**src/rtl/regfile_clr_dbg.sv**
```systemverilog
// Parametrised 2R/1W register file with a sequential range-clear engine,
// optional write-to-read forwarding and a freezable 7-segment debug view.
module regfile_clr_dbg #(
  parameter int DATA_W = 32,
  parameter int ADDR_W = 5,
  parameter int CLR_LO = 2,
  parameter int CLR_HI = 25,
  parameter int FWD    = 1,
  parameter int DIGITS = 4
) (
  input  logic                  clk,
  input  logic                  reset,
  input  logic                  we3,
  input  logic [ADDR_W-1:0]     wa3,
  input  logic [DATA_W-1:0]     wd3,
  input  logic [ADDR_W-1:0]     ra1,
  input  logic [ADDR_W-1:0]     ra2,
  output logic [DATA_W-1:0]     rd1,
  output logic [DATA_W-1:0]     rd2,
  input  logic                  clr_req,
  output logic                  busy,
  input  logic [ADDR_W-1:0]     dbg_sel,
  input  logic                  dbg_freeze,
  output logic [7*DIGITS-1:0]   seg
);

  typedef enum logic {IDLE, CLEAR} state_t;

  state_t            state_q, state_d;
  logic [ADDR_W-1:0] ptr_q, ptr_d;
  logic [DATA_W-1:0] rf [2**ADDR_W];

  localparam logic [ADDR_W-1:0] PTR_LO = ADDR_W'(CLR_LO);
  localparam logic [ADDR_W-1:0] PTR_HI = ADDR_W'(CLR_HI);

  function automatic logic [6:0] hex7(input logic [3:0] nib);
    case (nib)
      4'h0: hex7 = 7'b1000000;
      4'h1: hex7 = 7'b1111001;
      4'h2: hex7 = 7'b0100100;
      4'h3: hex7 = 7'b0110000;
      4'h4: hex7 = 7'b0011001;
      4'h5: hex7 = 7'b0010010;
      4'h6: hex7 = 7'b0000010;
      4'h7: hex7 = 7'b1111000;
      4'h8: hex7 = 7'b0000000;
      4'h9: hex7 = 7'b0010000;
      4'hA: hex7 = 7'b0001000;
      4'hB: hex7 = 7'b0000011;
      4'hC: hex7 = 7'b1000110;
      4'hD: hex7 = 7'b0100001;
      4'hE: hex7 = 7'b0000110;
      default: hex7 = 7'b0001110;
    endcase
  endfunction

  always_comb begin
    state_d = state_q;
    ptr_d   = ptr_q;
    case (state_q)
      IDLE: begin
        if (clr_req) begin
          state_d = CLEAR;
          ptr_d   = PTR_LO;
        end
      end
      CLEAR: begin
        if (ptr_q == PTR_HI) state_d = IDLE;
        else                 ptr_d   = ptr_q + ADDR_W'(1);
      end
      default: state_d = IDLE;
    endcase
  end

  // Control state: reset restarts the clear from the bottom of the range
  always_ff @(posedge clk) begin
    if (reset) begin
      state_q <= CLEAR;
      ptr_q   <= PTR_LO;
    end else begin
      state_q <= state_d;
      ptr_q   <= ptr_d;
    end
  end

  assign busy = (state_q == CLEAR);

  // Array update: the user write is issued last so it wins a collision with the clear
  always_ff @(posedge clk) begin
    if (state_q == CLEAR) rf[ptr_q] <= '0;
    if (we3 && (wa3 != '0)) rf[wa3] <= wd3;
  end

  assign rd1 = (ra1 == '0) ? '0 :
               ((FWD != 0) && we3 && (wa3 == ra1)) ? wd3 : rf[ra1];
  assign rd2 = (ra2 == '0) ? '0 :
               ((FWD != 0) && we3 && (wa3 == ra2)) ? wd3 : rf[ra2];

  // Display stage: samples the array as it was before this edge
  always_ff @(posedge clk) begin
    if (reset) begin
      seg <= '1;
    end else if (!dbg_freeze) begin
      for (int i = 0; i < DIGITS; i++) begin
        seg[7*i +: 7] <= hex7((dbg_sel == '0) ? 4'h0 : rf[dbg_sel][4*i +: 4]);
      end
    end
  end

endmodule

```
**config.mk**
```make
export PLATFORM = sky130hd
export DESIGN_NAME = regfile_clr_dbg
export DESIGN_NICKNAME = d
export VERILOG_FILES = /design/src/rtl/regfile_clr_dbg.sv
export SDC_FILE = /design/constraint.sdc
export NUM_CORES = 2
export LEC_CHECK = 0
export ABC_AREA = 1
export CAP_MARGIN = 20
export CELL_PAD_IN_SITES_DETAIL_PLACEMENT = 1
export CELL_PAD_IN_SITES_GLOBAL_PLACEMENT = 1
export CORE_ASPECT_RATIO = 0.8
export CORE_MARGIN = 2
export CORE_UTILIZATION = 52
export DETAILED_ROUTE_END_ITERATION = 12
export PLACE_DENSITY_LB_ADDON = 0.1
export SLEW_MARGIN = 20
export SYNTH_ARGS = -nofsm -noshare
export SYNTH_HDL_FRONTEND = slang
export SYNTH_SLANG_ARGS = --single-unit
```
**constraint.sdc**
```tcl
create_clock -name clk -period 7.45 [get_ports clk]
set_input_delay 1.49 -clock clk [delete_from_list [all_inputs] [get_ports clk]]
set_output_delay 1.49 -clock clk [all_outputs]
set_load 0.005 [all_outputs]
```
==> impl_metrics.csv <==
group,metric,value,unit
status,run_status,"finished, final reports clean",
timing,worst_pin_slew,1.19,ns
worst_setup_path,crit_chain,"buf_6 > inv_6 > nor2_1 > buf_4 > nand3_1 > nand2_1 > a31oi_1 > a211oi_1 > nor2_1 > clkdlybuf4s50_1",
grt,globalRouteOverflowTotal,0,
yosys,synth.yosys.seq_area_share,49.7,%
grt,maximum_number_of_pins_on_one_net_before_global_route_repair,256,
die,die_w,394,um
drt,drc,0,
yosys,postSynthAreaPerCell,8.04,um2
pwr,power_density,215,nW/um2
place,port_buffers,149,
timing,fin_crit,6.61,ns
yosys,yosys-top-cells-count,"nor2_1, o21ai_0, edfxtp_1, nand2_1, nand3_1",
finish,share_of_cells_above_drive_strength_1,6.12,%
clocking,cts.root.buffer_cell,"clkbuf_16",
yosys,post_synth_main_area_contributors,"edfxtp_1, o21ai_0, nor2_1",
timing,setup-violations-final,0,
die,start_util,52.4,%
finish,utilization,57.6,%
timing,finalHoldViolations,0,
die,die_h,316,um
timing,final_slew_viol_count,0,
timing,highest_achievable_clock_rate,0.151,GHz
worst_setup_path,worst-endpoint-arrival,5.12,ns
drt,route.detailed.wl_per_inst,33.1,um
clocking,cts_tree,"yes",
worst_setup_path,critPathKind,"primary input to output port",
worst_setup_path,max_stage_delay,0.74,ns
clocking,post-cts-setup-buffer-count,0,
run,maxCapViolCount,0,
worst_setup_path,slowest_cell_on_the_critical_path,"buf_6",
yosys,postSynth.topFlopCell,"edfxtp_1",
grt,grt_pass1_vias,64800,
drt,drt_wl_total,308000,um
grt,grt.total_usage,48.1,%
timing,tns,0,ns
yosys,synth.yosys.warnings,0,
worst_setup_path,critical_path_peak_fanout,60,
clocking,cts_hold_buffers,0,
drt,viasPerCell,7.14,
die,floorplan.io_pins,150,
place,gpl.final_weighted_congestion,0.915,
die,floorplan_die_area,124000,um2
yosys,post-synth-top-area-cell,"edfxtp_1",
drt,dr.first_iter.drc_count,12300,
clocking,clk_transition_reported_paths,0.06,ns
clocking,cts.sink_count,1058,
worst_setup_path,path_buf_inv,4,
yosys,synth-edff-count,1024,
yosys,netlist.area_leader.share,48.7,%
drt,drt_pass1_iterations,8,
clocking,clock_insertion_delay_worst_skew,0.78,ns
timing,max_clock_skew,0.0229,ns
finish,final_net_count,7659,
clocking,cts-buffers-inserted,114,
timing,fin_crit_sh,88.8,%
grt,grt_antenna_before_repair,15,
clocking,number_of_h_tree_levels,3,
worst_setup_path,cp_data_required_time,5.96,ns
min_path,hold_path.class,"register to register",
pwr,worst_ir_drop_vdd,0.191,mV
yosys,ys_async_rst_share,0,%
worst_setup_path,cp_common_cell,"nor2_1",
grt,global_route_wire_length_before_repair,437000,um
yosys,synth.distinct_cells,43,
worst_setup_path,worstSetupEndpointType,"output port",
timing,rsz0062_at_grt,"no",
clocking,clock_path_buffers,3,
yosys,synth_most_common_cell,"nor2_1",
yosys,netlist_instances,7859,
drt,drtAntennaViolNets,0,
place,hpwlAfterDp,164000,um
drt,vias,66500,
yosys,synth_seq_cells,1058,
yosys,synthesis.area,63200,um2
pwr,leakagePower,26.5,nW
finish,layout-area-overhead-vs-synth,10.0,%
clocking,post_cts_resized,0,
die,design.core.area,121000,um2
worst_setup_path,path_delay_family,"buffers and inverters",
die,placement_rows,114,
worst_setup_path,start_kind,"primary input",
finish,final.fill_count,14400,
timing,slew_headroom,20.8,%
sequential cells by signal, summed over array words and instances (netlist names):
register / count
busy: 1
ptr_q: 5
rf: 1024
seg: 28
worst register-to-register path, stage by stage, from the launching register on:
cell and delay [ns]:
dfxtp_1 0.38, ha_1 0.21, nand2_1 0.55, o21ai_4 1.11
buf_4 0.72
metal layers:
layer	vias to the layer above	wire length, um	GRT usage, %
met5	-	167	0
met4	26	22000	29.7
met3	1510	52700	17.2
met2	5965	126000	68.6
met1	32300	108000	62.5
li1	26700	-	-
where the power goes:
part / leakage (nW) / switching (W) / total (W) / internal [W]
Combinational: 14.2 / 0.00169 / 0.00231 / 0.000615
Clock: 1.82 / 0.00263 / 0.00599 / 0.00335
Sequential: 10.4 / 0.0000564 / 0.00664 / 0.00658
Total: 26.5 / 0.00438 / 0.0149 / 0.0105
final timing paths:
kind	start	endpoint	slack (ns)	cells past startpoint
worst max register to register	ptr_q[1]$_SDFFE_PP1P_	rf[19][20]$_SDFFCE_PN0P_	4.05	4
worst min-delay path	seg[26]$_SDFFE_PP1N_	seg[26]$_SDFFE_PP1N_	0.47	2
worst max-delay path	ra1[2]	rd1[1]	0.84	10
worst min register to register	seg[26]$_SDFFE_PP1N_	seg[26]$_SDFFE_PP1N_	0.47	2
layout by cell type (no fill, tap or decap), drive strengths merged, types with 2 or more instances in the layout:
cell type / netlist / layout
clkbuf: 455 / 148
or2: 3 / 3
nand2b: 3 / 3
nor3: 9 / 9
ha: 28 / 28
buf: 302 / 191
o2111ai: 17 / 17
a31oi: 7 / 7
a221oi: 2 / 2
clkinv: 2 / 52
nand4: 22 / 22
o21ai: 1052 / 1052
a211oi: 14 / 14
nand3: 821 / 821
dfxtp: 34 / 34
clkdlybuf4s50: 0 / 133
o221ai: 45 / 45
nand3b: 2 / 2
a21oi: 803 / 803
o22ai: 26 / 26
nor2: 1264 / 1264
inv: 591 / 586
nor2b: 3 / 3
conb: 1 / 32
edfxtp: 1024 / 1024
bufinv: 0 / 14
clkinvlp: 0 / 5
nand2: 935 / 935
o211ai: 390 / 390
diode: 0 / 15
cell families (layout without fill, tap and decap cells):
| family | Yosys count | after routing | share of synthesized area (%) |
|---|---|---|---|
| flip-flops | 1058 | 1058 | 49.7 |
| buffers and inverters | 1350 | 1129 | 8.81 |
| XOR/XNOR | 1 | 1 | 0.0139 |
| adder cells (fa/ha/maj) | 28 | 28 | 0.554 |
| other | 1 | 47 | 0.00593 |
| AO/OA/AOI/OAI | 2357 | 2357 | 20.7 |
| AND/OR/NAND/NOR | 3064 | 3064 | 20.2 |
final cells by class:
cell class / count / area, um2 / area share [%]
clock inverters: 64 / 703 / 1.01
inverters: 593 / 2250 / 3.24
repair buffers: 325 / 3230 / 4.65
diodes: 15 / 37.5 / 0.0540
well taps: 1624 / 2030 / 2.92
flip-flops and latches: 1058 / 31400 / 45.2
multi-input cells: 5482 / 26800 / 38.5
clock buffers: 147 / 3040 / 4.37
metrics by stage:
step	hold WS (ns)	cell area (um2)	total power, W	instances	worst slack (ns)
global route	0.496	69500	0.0152	9293	1.00
global placement	0.449	65500	0.00884	9072	1.24
finish	0.472	69500	0.0149	9308	0.835
detailed placement	0.459	65600	0.00892	9074	1.19
CTS	0.478	69300	0.0147	9285	1.12
floorplan	0.463	63300	0.00800	7890	3.12
Power figures use the tool's default switching activity.
